File: config.mk
export PLATFORM = sky130hd
export DESIGN_NAME = pll_reset_seq
export DESIGN_NICKNAME = d
export VERILOG_FILES = /design/src/rtl/pll_reset_seq.sv
export SDC_FILE = /design/constraint.sdc
export NUM_CORES = 1
export LEC_CHECK = 0
export BUFFER_PORTS_ARGS = -buffer_cell sky130_fd_sc_hd__buf_2
export CORE_MARGIN = 2
export CORE_UTILIZATION = 30
export DETAILED_ROUTE_END_ITERATION = 10
export SLEW_MARGIN = 20
export SYNTH_ARGS = -nofsm -noshare
export SYNTH_HDL_FRONTEND = slang
export SYNTH_SLANG_ARGS = --single-unit
File: constraint.sdc
create_clock -name CLK -period 2.5 [get_ports CLK]
set_input_delay 0 -clock CLK [delete_from_list [all_inputs] [get_ports CLK]]
set_output_delay 0 -clock CLK [all_outputs]
set_load 0.02 [all_outputs]
File: src/rtl/pll_reset_seq.sv
`default_nettype none
//==============================================================================
// Module      : pll_reset_seq
// Description : PLL bring-up sequencer. Pulses the PLL reset, waits for a
//               synchronised lock, requires a stable lock window, then
//               releases the downstream reset. Timed-out attempts are retried
//               up to RETRY_MAX times before the sequencer parks in FAILED.
//               PWRDWN_REQ powers the PLL down from any state.
// Options     : define PLL_RESET_SEQ_RELOCK_EN to relock automatically when
//               lock is lost in RUN; otherwise loss of lock goes to FAILED.
// Revision    : 1.0 - initial release
//==============================================================================
module pll_reset_seq #(
   parameter int unsigned RST_PULSE_CYCLES   = 16,
   parameter int unsigned LOCK_TIMEOUT       = 4096,
   parameter int unsigned LOCK_STABLE_CYCLES = 8,
   parameter int unsigned RETRY_MAX          = 3
) (
   input  logic       CLK,
   input  logic       RST_N,
   input  logic       LOCKED,
   input  logic       PWRDWN_REQ,
   output logic       PLL_RST,
   output logic       PLL_PWRDWN,
   output logic       SYS_RST_N,
   output logic       READY,
   output logic       FAIL,
   output logic [3:0] RETRY_CNT
);

   typedef enum logic [2:0] {
      ST_PWRDN      = 3'd0,
      ST_ASSERT_RST = 3'd1,
      ST_WAIT_LOCK  = 3'd2,
      ST_STABLE     = 3'd3,
      ST_RUN        = 3'd4,
      ST_FAILED     = 3'd5
   } state_t;

   // Terminal counts: a counter value of N-1 marks the Nth cycle in state.
   localparam logic [15:0] c_rst_last     = 16'(RST_PULSE_CYCLES - 1);
   localparam logic [15:0] c_timeout_last = 16'(LOCK_TIMEOUT - 1);
   localparam logic [15:0] c_stable_last  = 16'(LOCK_STABLE_CYCLES - 1);
   localparam logic [3:0]  c_retry_max    = 4'(RETRY_MAX);

   state_t      state_q, state_d;
   logic [15:0] cnt_q, cnt_d;
   logic [3:0]  retry_q, retry_d;
   logic        lock_meta_q, lock_meta_d;
   logic        lock_s_q, lock_s_d;
   logic        pll_rst_q, pll_rst_d;
   logic        pll_pwrdwn_q, pll_pwrdwn_d;
   logic        sys_rst_n_q, sys_rst_n_d;
   logic        ready_q, ready_d;
   logic        fail_q, fail_d;

   // Next-state, counters, synchroniser inputs and registered output values.
   always_comb begin
      state_d     = state_q;
      cnt_d       = cnt_q;
      retry_d     = retry_q;
      lock_meta_d = LOCKED;
      lock_s_d    = lock_meta_q;

      case (state_q)
         ST_ASSERT_RST: begin
            if (cnt_q == c_rst_last) begin
               state_d = ST_WAIT_LOCK;
               cnt_d   = '0;
            end else begin
               cnt_d = cnt_q + 16'd1;
            end
         end
         ST_WAIT_LOCK: begin
            // Lock seen on the timeout cycle takes precedence over the retry.
            if (lock_s_q) begin
               // The detecting cycle is the first stable cycle.
               cnt_d   = 16'd1;
               state_d = (LOCK_STABLE_CYCLES == 1) ? ST_RUN : ST_STABLE;
            end else if (cnt_q == c_timeout_last) begin
               cnt_d = '0;
               if (retry_q < c_retry_max) begin
                  retry_d = retry_q + 4'd1;
                  state_d = ST_ASSERT_RST;
               end else begin
                  state_d = ST_FAILED;
               end
            end else begin
               cnt_d = cnt_q + 16'd1;
            end
         end
         ST_STABLE: begin
            if (!lock_s_q) begin
               state_d = ST_WAIT_LOCK;
               cnt_d   = '0;
            end else if (cnt_q == c_stable_last) begin
               state_d = ST_RUN;
               cnt_d   = '0;
            end else begin
               cnt_d = cnt_q + 16'd1;
            end
         end
         ST_RUN: begin
            if (!lock_s_q) begin
`ifdef PLL_RESET_SEQ_RELOCK_EN
               state_d = ST_ASSERT_RST;
               cnt_d   = '0;
               retry_d = '0;
`else
               state_d = ST_FAILED;
`endif
            end
         end
         ST_FAILED: begin
            state_d = ST_FAILED;
         end
         ST_PWRDN: begin
            if (!PWRDWN_REQ) begin
               state_d = ST_ASSERT_RST;
               cnt_d   = '0;
               retry_d = '0;
            end
         end
         default: begin
            state_d = ST_ASSERT_RST;
            cnt_d   = '0;
         end
      endcase

      // Power-down request overrides every other transition.
      if (PWRDWN_REQ) begin
         state_d = ST_PWRDN;
         cnt_d   = '0;
      end

      // Outputs decoded from the next state so they change with the state.
      pll_rst_d    = (state_d == ST_ASSERT_RST) || (state_d == ST_FAILED) ||
                     (state_d == ST_PWRDN);
      pll_pwrdwn_d = (state_d == ST_PWRDN);
      sys_rst_n_d  = (state_d == ST_RUN);
      ready_d      = (state_d == ST_RUN);
      fail_d       = (state_d == ST_FAILED);
   end

   // State, counters, synchroniser and output registers with async reset.
   always_ff @(posedge CLK or negedge RST_N) begin
      if (!RST_N) begin
         state_q      <= ST_ASSERT_RST;
         cnt_q        <= '0;
         retry_q      <= '0;
         lock_meta_q  <= 1'b0;
         lock_s_q     <= 1'b0;
         pll_rst_q    <= 1'b1;
         pll_pwrdwn_q <= 1'b0;
         sys_rst_n_q  <= 1'b0;
         ready_q      <= 1'b0;
         fail_q       <= 1'b0;
      end else begin
         state_q      <= state_d;
         cnt_q        <= cnt_d;
         retry_q      <= retry_d;
         lock_meta_q  <= lock_meta_d;
         lock_s_q     <= lock_s_d;
         pll_rst_q    <= pll_rst_d;
         pll_pwrdwn_q <= pll_pwrdwn_d;
         sys_rst_n_q  <= sys_rst_n_d;
         ready_q      <= ready_d;
         fail_q       <= fail_d;
      end
   end

   assign PLL_RST    = pll_rst_q;
   assign PLL_PWRDWN = pll_pwrdwn_q;
   assign SYS_RST_N  = sys_rst_n_q;
   assign READY      = ready_q;
   assign FAIL       = fail_q;
   assign RETRY_CNT  = retry_q;

endmodule
`default_nettype wire

**After elaboration in Yosys (flattened, before gate mapping)**

Index checks and enable logic that the tools add are counted.

- Memories kept: 0
- Memory bits (writable): 0
- Bits in read-only memories: 0
- Bits in latches: 0
- Flip-flop bits (word level): 29
- Word-level logic and storage cells: 56

- Muxes and demuxes: 21
- Shift-type cells: 0
- $lt $le $gt $ge: 1
- Reduce and logical (&&, ||, !) cells: 7
- Multipliers: 0
- Divide/modulo/power cells: 0
- Bitwise logic cells: 0
- Add/sub/neg operators: 2
- Eq/ne operators: 16

Operators with widths:

| operator | count |
|---|---|
| $mux W16 | 6 |
| $pmux W16 S4 | 1 |
| $mux W3 | 8 |
| $add A16 B1 Y16 const B | 1 |
| $eq A16 B12 Y1 const B | 1 |
| $eq A16 B3 Y1 const B | 1 |
| $eq A16 B4 Y1 const B | 1 |
| $mux W4 | 4 |
| $pmux W3 S5 | 1 |
| $eq A3 B3 Y1 const B | 4 |
| $ne A2 B2 Y1 const B | 4 |
| $pmux W4 S2 | 1 |
| $eq A3 B1 Y1 const B | 2 |
| $eq A3 B2 Y1 const B | 2 |
| $logic_not A3 Y1 | 2 |
| $reduce_and A5 Y1 | 1 |
| $add A4 B1 Y4 const B | 1 |
| $lt A4 B2 Y1 const B | 1 |
| $logic_or A1 B1 Y1 | 2 |
| $ne A2 B1 Y1 const B | 1 |
| $reduce_bool A2 Y1 | 1 |
| $reduce_or A2 Y1 | 1 |

**Depth between registers and ports, before layout**

Gate-level depths: netlist (run 1).

- Word-level depth: 9
- Mapped depth: 7
- Depth with buffers taken out: 6

**Least setup slack after synthesis (run 1)**

No wires, ideal clock.

- Path kind: register -> register
- Start point: reg cnt_q[12]
- End point: reg cnt_q[11]
- Stages on the path, launching flop included: 7
- Clock period less this slack: 1.970 ns
- Required time: 2.363 ns
- Data arrival time: 1.833 ns
- Path slack: 0.530 ns
- Library setup time: 0.137 ns
- Cells stage by stage: dfrtp_1 > or4_4 > nor4_4 > nor2_2 > o21ai_4 > buf_6 > a21oi_1

- Longest elaborated chain between the ends: 5
- Elaborated cells on any way between the ends: 10
- Those cells by class: eq/ne (3); mux (7)

RTL lines:

| element | line | RTL |
|---|---|---|
| start, declared | 47 | `logic [15:0] cnt_q, cnt_d;` |
| start signal, assigned | 160 | `cnt_q <= cnt_d;` |
| $eq A16 B3 Y1 or $eq A16 B12 Y1 (tied branches) | 96, 80 |  |
| $mux W16 (on tied branches) | 96, 80 |  |
| $mux W16 (on tied branches) | 93, 76 |  |
| $pmux W16 S4 * | 65 | `case (state_q)` |
| $mux W16 * | 131 | `if (PWRDWN_REQ) begin` |

Every way passes the cells marked *; elsewhere a longest branch is shown, timed or not.
A chain may end at the register's enable or synchronous reset.

**Final worst setup path (run 1)**

- Start point: reg cnt_q[12]
- End point: reg cnt_q[1]

The elaborated chain is that of the path after synthesis.

==> results.json, run 1 <==
{
  "wl_um": 3620,
  "drt_iter0_drc": 36,
  "viasPerCell": 5.15,
  "async_reset_ff_share_pct": 100,
  "post-route-drc-count": 0,
  "relSlewSlack_pct": 57.0,
  "fin_crit_sh_pct": 89.2,
  "start_util_pct": 31.6,
  "yosysSeqAreaShare_pct": 44.3,
  "synth.most_common_cell": "dfrtp_1",
  "dr.pass1.iters": 4,
  "worstSetupEndpointType": "flop",
  "reg2reg_depth": 5,
  "wl_met1_um": 1770,
  "max_freq_mhz": 448,
  "cts_inserted_buffers": 5,
  "synth_top_area_share_pct": 41.1,
  "wl_per_cell_um": 13.7,
  "track_usage_pct": 13.7,
  "cts_sinks": 29,
  "design.die.area_sq_um": 6090,
  "hpwl_um": 2620,
  "netlist-cell-type-count": 48,
  "boundaryPins": 13,
  "synth_seq_cells": 29,
  "clk_pin_slew_ns": 0.06,
  "tightest_slew_ns": 0.645,
  "core_sq_um": 5200,
  "status": "finished clean",
  "ant_nets": 0,
  "grt_pass1_wl_um": 6520,
  "dieHeight_um": 78.1,
  "cp.arrival_ns": 2.38,
  "post-synth-top-area-cell": "dfrtp_1",
  "clk_path_buf_depth": 2,
  "p_per_area_nw_per_um2": 472,
  "crit_type": "reg2reg",
  "worstPathRequired_ns": 2.65,
  "tns_ns": 0,
  "p_leak_nw": 0.786,
  "num_vias": 1355,
  "synth_area_sq_um": 1650,
  "rsz0062_at_grt": "no",
  "place_congestion": 0.800,
  "cts_tree": "built",
  "fin_util_pct": 36.4,
  "pwr-share-comb_pct": 5.6,
  "clk_latency_ns": 0.28,
  "grt_antenna_before_repair": 0,
  "htree_levels": 2,
  "cts_root_buffer": "clkbuf_8",
  "layout.nets": 199,
  "area_growth_pct": 15.1,
  "n_antenna_cell": 0,
  "met3_length_um": 137,
  "fin_crit_ns": 2.23,
  "netlist_instances": 173,
  "layout-drive-gt1-share_pct": 19.2,
  "ys.flop_type": "dfrtp_1",
  "synth_common_cells": "dfrtp_1 (27), nand2_1 (19), a21oi_1 (13), nor2_1 (11), nand4_1 (9)",
  "synth_fp_nets": 179,
  "crit_fanout": 15,
  "skew_ns": 0.00632,
  "switching_power_mw": 0.211,
  "first_global_vias": 1397,
  "die_width_um": 78.1,
  "syn_area_per_cell_sq_um": 9.51,
  "vdd_drop_max_uv": 203,
  "grt_overflow": 0,
  "p_seq_share_pct": 53.9,
  "place.port_buffers": 12,
  "top_layer_used": "met4",
  "cap_violations": 0,
  "final-setup-viol-count": 0,
  "worstHoldPathType": "in2async",
  "p_int_mw": 0.682,
  "wl_met2_um": 1660,
  "yosys_warnings": 0,
  "rows": 26,
  "switching_share_pct": 23.7,
  "grt_max_degree": 30,
  "synth_area_leaders": "dfrtp_1 (41%), nand2_1 (4.3%), a21oi_1 (4.0%)",
  "post_cts_buffers": 0,
  "synth_edf_count": 0,
  "crit_path_start_kind": "flop",
  "drv_slew": 0,
  "clkPwrFrac_pct": 40.5,
  "hold_violations": 0
}
cell usage in the layout (no fill, tap or decap), types with 2 or more instances in the layout:
| cell | count |
|---|---|
| a21oi_1 | 13 |
| a22o_1 | 2 |
| a22oi_1 | 2 |
| a31oi_1 | 2 |
| and2_1 | 2 |
| and3_1 | 3 |
| and4_1 | 2 |
| buf_2 | 12 |
| buf_4 | 6 |
| clkbuf_8 | 5 |
| dfrtp_1 | 27 |
| dfstp_2 | 2 |
| dlygate4sd3_1 | 3 |
| ha_1 | 2 |
| inv_1 | 5 |
| nand2_1 | 19 |
| nand2b_1 | 2 |
| nand3_1 | 6 |
| nand4_1 | 9 |
| nor2_1 | 11 |
| nor2b_1 | 2 |
| nor3_1 | 5 |
| nor3b_1 | 4 |
| nor3b_2 | 3 |
| nor4_1 | 4 |
| o21ai_0 | 3 |
| o31ai_1 | 2 |
| or2_2 | 2 |
| or3_1 | 2 |
| xnor2_1 | 4 |
| xor2_1 | 7 |
cells by family after synthesis:
family | count (synthesis) | synth area share (%)
compound gates | 34 | 13.8
flops | 29 | 44.3
simple gates | 83 | 29.5
fa+ha+maj | 2 | 1.52
buf+inv | 13 | 4.33
xor+xnor | 11 | 5.86
mux | 1 | 0.684
worst max-delay path: stages (launching register included):
cell,delay [ns]
dfrtp_1,0.44
or4_4,0.58
nor4_4,0.45
nor2_2,0.11
o21ai_4,0.38
o21ai_0,0.15
metrics by stage:
step / instances / total power, mW / hold WS, ns / cell area (sq um) / worst slack (ns)
floorplan: 173 / 0.519 / -0.296 / 1650 / 0.530
global placement: 253 / 0.537 / 0.0637 / 1790 / 0.333
detailed placement: 253 / 0.537 / 0.0679 / 1790 / 0.285
CTS: 263 / 0.903 / 0.294 / 1890 / 0.270
global route: 263 / 0.935 / 0.351 / 1890 / 0.144
finish: 263 / 0.893 / 0.266 / 1890 / 0.270
cell type report:
cell class,instances,area [sq um]
Clock buffer,6,72.6
Clock inverter,1,5.00
Fill cell,556,3310
Inverter,5,18.8
Multi-Input combinational cell,131,846
Sequential cell,29,728
Tap cell,70,87.6
Timing Repair Buffer,21,135
layer usage:
layer  GRT usage, %  vias up
li1               -      672
met1           17.7      655
met2           21.8       21
met3           3.79        7
met4           5.09        0
met5              0        -
final timing paths:
path                       slack (ns)             startpoint                    to
max                              0.27  cnt_q[12]$_DFFE_PN0P_  cnt_q[1]$_DFFE_PN0P_
max in group asynchronous        1.81                  RST_N    lock_s_q$_DFF_PN0_
min in group CLK                 0.35  lock_meta_q$_DFF_PN0_    lock_s_q$_DFF_PN0_
min reg2reg                      0.35  lock_meta_q$_DFF_PN0_    lock_s_q$_DFF_PN0_
min                              0.27                  RST_N  cnt_q[4]$_DFFE_PN0P_
max reg2reg                      0.27  cnt_q[12]$_DFFE_PN0P_  cnt_q[1]$_DFFE_PN0P_
what timing repair did:
| item | CTS | global route |
|---|---|---|
| gates resized for setup | 0 | 0 |
| endpoints found under the setup margin | 0 | 0 |
| hold buffers | 3 | 0 |
| hold endpoints to repair | 29 | 0 |
registers in the layout, indices dropped and copies added, names as in the netlist:
register     flops
state_q          3
READY            1
PLL_RST          1
RETRY_CNT        4
lock_s_q         1
PLL_PWRDWN       1
lock_meta_q      1
cnt_q           16
FAIL             1
power groups by stage:
stage | Clock, mW | Combinational [mW] | Sequential [mW]
floorplan | 0 | 0.0285 | 0.491
global placement | 0 | 0.0471 | 0.490
detailed placement | 0 | 0.0474 | 0.490
CTS | 0.370 | 0.0511 | 0.481
global route | 0.396 | 0.0574 | 0.482
finish | 0.362 | 0.0500 | 0.481
Power figures use the tool's default switching activity.
==> inputs of run 2 (changes only) <==
PLACE_DENSITY_LB_ADDON = 0.12   (was not set)
==> run 2 against run 1 <==
Against the previous run:
- fmax is 0.87% lower
- register-to-register slack worse by 0.02 ns
- die area stayed put
- clock-buffer cell count is 1 higher
- setup slack worse by 0.020 ns
- critical endpoint unchanged
- combinational power is 3% higher
- design area is 0.86% higher
- sequential share of layout area is 0.33 points lower
- core utilization is 0.31 points higher
- critical path depth stayed put
- first-iteration DRC count grew to 2.9 times the previous value
==> results.json, run 2 (synthesis results as in run 1) <==
{
  "mostFrequentLayoutCell": "dfrtp_1",
  "wl_per_cell_um": 14.8,
  "fin_ws_ns": 0.250,
  "post_cts_resized": 0,
  "crit_chain": "or4_4 > nor4_4 > nor2_2 > o21ai_4 > o21ai_0",
  "grt_max_degree": 30,
  "tightest_slew_ns": 0.671,
  "slowest_stage": "or4_4",
  "final-setup-viol-count": 0,
  "boundaryPins": 13,
  "cp_top_family": "simple AND/OR/NAND/NOR gates",
  "wl_met2_um": 1840,
  "met3_length_um": 135,
  "viasPerCell": 5.27,
  "top_layer_used": "met4",
  "worstHoldPathType": "in2async",
  "cap_violations": 0,
  "design.die.area_sq_um": 6090,
  "crit_path_start_kind": "flop",
  "layout-drive-gt1-share_pct": 19.7,
  "clk_pin_slew_ns": 0.06,
  "final_cell_mix": "dfrtp_1 (27), nand2_1 (19), a21oi_1 (13)",
  "tns_ns": 0,
  "clk_latency_ns": 0.28,
  "max_stage_delay_ns": 0.58,
  "p_per_area_nw_per_um2": 502,
  "stdcell_count": 263,
  "crit_type": "reg2reg",
  "multi_input_area_sq_um": 846,
  "htree_levels": 2,
  "grt_overflow": 0,
  "status": "finished clean",
  "crit_fanout": 15,
  "dr.pass1.iters": 4,
  "largest_register_ffs": 16,
  "place_congestion": 0.877,
  "path_buf_inv": 0,
  "post-route-drc-count": 0,
  "cts_inserted_buffers": 5,
  "fillers": 541,
  "relSlewSlack_pct": 55.3,
  "fin_crit_ns": 2.25,
  "power_mw": 0.959,
  "clk_path_buf_depth": 2,
  "num_vias": 1385,
  "place_inst": 252,
  "wl_met1_um": 1890,
  "regArea_sq_um": 728,
  "grt_antenna_before_repair": 0,
  "n_antenna_cell": 0,
  "max_freq_mhz": 444,
  "core_sq_um": 5200,
  "cp.arrival_ns": 2.39,
  "pre_cts_slack_ns": 0.231,
  "ant_nets": 0,
  "worstPathRequired_ns": 2.64,
  "dieHeight_um": 78.1,
  "worstSetupEndpointType": "flop",
  "cts_tree": "built",
  "cts_sinks": 29,
  "rsz0062_at_grt": "no",
  "first_global_vias": 1435,
  "start_util_pct": 31.6,
  "grt_pass1_wl_um": 6820,
  "hold_violations": 0,
  "area_growth_pct": 16.0,
  "drt_iter0_drc": 103,
  "top_register": "cnt_q",
  "vdd_drop_max_uv": 319,
  "drv_slew": 0,
  "p_leak_nw": 0.795,
  "fin_crit_sh_pct": 90.0,
  "skew_ns": 0.00503,
  "place.port_buffers": 12,
  "wl_um": 3900,
  "hpwl_um": 2780,
  "cts_root_buffer": "clkbuf_8",
  "fin_util_pct": 36.7,
  "rows": 26,
  "die_width_um": 78.1,
  "track_usage_pct": 14.0,
  "layout.nets": 198
}
## run 2: changes by cell type in the layout (fill, tap and decap cells not counted)
cell	delta
clkbuf_1	-1
clkbuf_8	+2
buf_4	-1
## run 2: final timing paths
path                                       start                   end  slack, ns  cells after the start
setup / recovery           cnt_q[12]$_DFFE_PN0P_  cnt_q[1]$_DFFE_PN0P_       0.25                      5
hold / removal                             RST_N  cnt_q[2]$_DFFE_PN0P_       0.29                      2
setup reg to reg           cnt_q[12]$_DFFE_PN0P_  cnt_q[1]$_DFFE_PN0P_       0.25                      5
hold reg to reg            lock_meta_q$_DFF_PN0_    lock_s_q$_DFF_PN0_       0.36                      0
max in group asynchronous                  RST_N  cnt_q[7]$_DFFE_PN0P_       1.77                      2
min in group CLK           lock_meta_q$_DFF_PN0_    lock_s_q$_DFF_PN0_       0.36                      0
## run 2: metrics by stage
stage / instance area, sq um / hold slack [ns]
global placement: 1780 / 0.0630
CTS: 1910 / 0.325
finish: 1910 / 0.290
detailed placement: 1780 / 0.0807
floorplan: 1650 / -0.296
global route: 1910 / 0.372
## run 2: metal layers
layer,global-route usage (%),vias up
met5,0,-
met4,4.56,0
met3,3.45,4
met2,22.2,25
met1,18.8,684
li1,-,672
## run 2: final cells by class
| cell class | instances | share of cell area, % |
|---|---|---|
| Sequential cell | 29 | 38.1 |
| Timing Repair Buffer | 20 | 6.68 |
| Multi-Input combinational cell | 131 | 44.3 |
| Clock inverter | 1 | 0.262 |
| Clock buffer | 7 | 5.05 |
| Tap cell | 70 | 4.59 |
| Inverter | 5 | 0.983 |
## run 2: repair_timing
| item | 4_1_cts | 5_1_grt |
|---|---|---|
| buffers inserted | 0 | 0 |
| hold buffers | 3 | 0 |
| endpoints found under the hold margin | 30 | 0 |
## run 2: power breakdown
| group | total (mW) | internal, mW | switching, mW |
|---|---|---|---|
| Combinational | 0.0516 | 0.0172 | 0.0344 |
| Sequential | 0.481 | 0.476 | 0.00521 |
| Clock | 0.426 | 0.248 | 0.178 |
==> inputs of run 3 (changes only) <==
BUFFER_PORTS_ARGS = -buffer_cell sky130_fd_sc_hd__buf_4   (was -buffer_cell sky130_fd_sc_hd__buf_2)
clock period = 2.8 ns   (was 2.5 ns; I/O delays follow)
==> run 3 against run 2 <==
Against the previous run:
- clock power shrank 24%
- via count fell by 3.0%
- setup slack better by 0.29 ns
- worst hold slack got worse by 0.11 ns
- wire length decreased by 6.2%
- global-route usage down 0.87 points
- core utilization fell by 0.41 points
- sequential power shrank 11%
- design area fell by 1.1%
- critical path type unchanged
- critical endpoint is now cnt_q[3]$_DFFE_PN0P_
- largest cell class unchanged
- highest routed layer unchanged
==> results.json, run 3 (synthesis results as in run 1) <==
{
  "status": "finished clean",
  "cp_top_family": "simple AND/OR/NAND/NOR gates",
  "first_global_vias": 1297,
  "multi_input_area_sq_um": 846,
  "die_width_um": 78.1,
  "dieHeight_um": 78.1,
  "final-setup-viol-count": 0,
  "ant_nets": 0,
  "skew_ns": 0.00543,
  "rows": 26,
  "worstPathRequired_ns": 2.94,
  "p_leak_nw": 0.765,
  "max_stage_delay_ns": 0.58,
  "viasPerCell": 5.19,
  "place.port_buffers": 12,
  "core_sq_um": 5200,
  "wl_um": 3660,
  "fin_hold_ws_ns": 0.180,
  "clk_latency_ns": 0.28,
  "track_usage_pct": 13.1,
  "r2r_end": "cnt_q[3]$_DFFE_PN0P_",
  "worstHoldPathType": "in2async",
  "pre_cts_slack_ns": 0.565,
  "drt_iter0_drc": 129,
  "vdd_drop_max_uv": 225,
  "worstSetupEndpointType": "flop",
  "fin_crit_ns": 2.26,
  "htree_levels": 2,
  "tightest_slew_ns": 0.610,
  "cts_root_buffer": "clkbuf_8",
  "crit_path_start_kind": "flop",
  "layout.nets": 194,
  "dr.pass1.iters": 4,
  "n_antenna_cell": 0,
  "crit_type": "reg2reg",
  "fin_ws_ns": 0.539,
  "cp.arrival_ns": 2.40,
  "fillers": 528,
  "slowest_stage": "or4_4",
  "crit_fanout": 15,
  "layout-drive-gt1-share_pct": 16.4,
  "path_buf_inv": 0,
  "reg2reg_depth": 5,
  "cts_sinks": 29,
  "mostFrequentLayoutCell": "dfrtp_1",
  "grt_pass1_wl_um": 6210,
  "cts_tree": "built",
  "drv_slew": 0,
  "start_util_pct": 31.6,
  "tns_ns": 0,
  "cts_inserted_buffers": 5,
  "largest_register_ffs": 16,
  "cap_violations": 0,
  "crit_path_start": "cnt_q[12]$_DFFE_PN0P_",
  "design.die.area_sq_um": 6090,
  "clk_path_buf_depth": 2,
  "regArea_sq_um": 728,
  "crit_chain": "or4_4 > nor4_4 > nor2_2 > o21ai_4 > o211ai_1",
  "p_per_area_nw_per_um2": 425,
  "top_register": "cnt_q",
  "place_congestion": 0.850,
  "grt_max_degree": 30,
  "num_vias": 1344,
  "rsz0062_at_grt": "no",
  "final_cell_mix": "dfrtp_1 (27), nand2_1 (19), a21oi_1 (13), buf_4 (13), nor2_1 (11)",
  "hold_violations": 0,
  "clk_pin_slew_ns": 0.06,
  "grt_overflow": 0,
  "max_freq_mhz": 442,
  "relSlewSlack_pct": 59.2,
  "fin_crit_sh_pct": 80.8,
  "area_growth_pct": 14.8,
  "post-route-drc-count": 0,
  "grt_antenna_before_repair": 0,
  "r2r_setup_slack_ns": 0.54,
  "boundaryPins": 13,
  "reg2reg_from": "cnt_q[12]$_DFFE_PN0P_",
  "wl_per_cell_um": 14.1,
  "post_cts_buffers": 0,
  "hpwl_um": 2630
}
run 3: cell count changes in the layout (fill, tap and decap cells not counted), sizes merged:
cell / delta
clkbuf: +1
clkinv: -1
buf: -4
run 3: what timing repair did:
action | CTS | global route
hold buffers | 3 | 0
endpoints found under the hold margin | 33 | 0
gates resized for setup | 0 | 0
run 3: area by class of cell:
type,instances,share of cell area [%]
clock buffer,8,4.24
inverter,5,0.994
multi-input combinational,131,44.8
sequential,29,38.6
tap,70,4.64
timing repair buffer,16,6.76
run 3: worst max-delay path by stage:
stage,endpoint,slack [ns],cells past startpoint
after floorplan,cnt_q[11]$_DFFE_PN0P_,0.83,6
after global placement,cnt_q[1]$_DFFE_PN0P_,0.55,5
after detailed placement,cnt_q[3]$_DFFE_PN0P_,0.57,5
after CTS,cnt_q[3]$_DFFE_PN0P_,0.55,5
after global routing,cnt_q[3]$_DFFE_PN0P_,0.37,5
final,cnt_q[3]$_DFFE_PN0P_,0.54,5
run 3: per-layer routing:
layer  vias to the layer above  GRT usage, %  wire length (um)
li1                        663             -                 -
met1                       652          18.4              1840
met2                        24          19.7              1610
met3                         5          3.45               172
met4                         0          4.74                34
met5                         -             0                 0
run 3: power breakdown:
| group | internal, mW | total (mW) | switching, mW |
|---|---|---|---|
| logic | 0.0174 | 0.0480 | 0.0305 |
| clock network | 0.176 | 0.324 | 0.148 |
| registers | 0.425 | 0.430 | 0.00465 |
| total | 0.619 | 0.802 | 0.184 |
run 3: metrics by stage:
stage               power, mW  utilization, %  instance area (sq um)  cells
detailed placement      0.482            34.2                   1780    248
CTS                     0.813            36.3                   1890    259
global route            0.841            36.3                   1890    259
floorplan               0.464               -                   1650    173
global placement        0.482            34.2                   1780    248
finish                  0.802            36.3                   1890    259
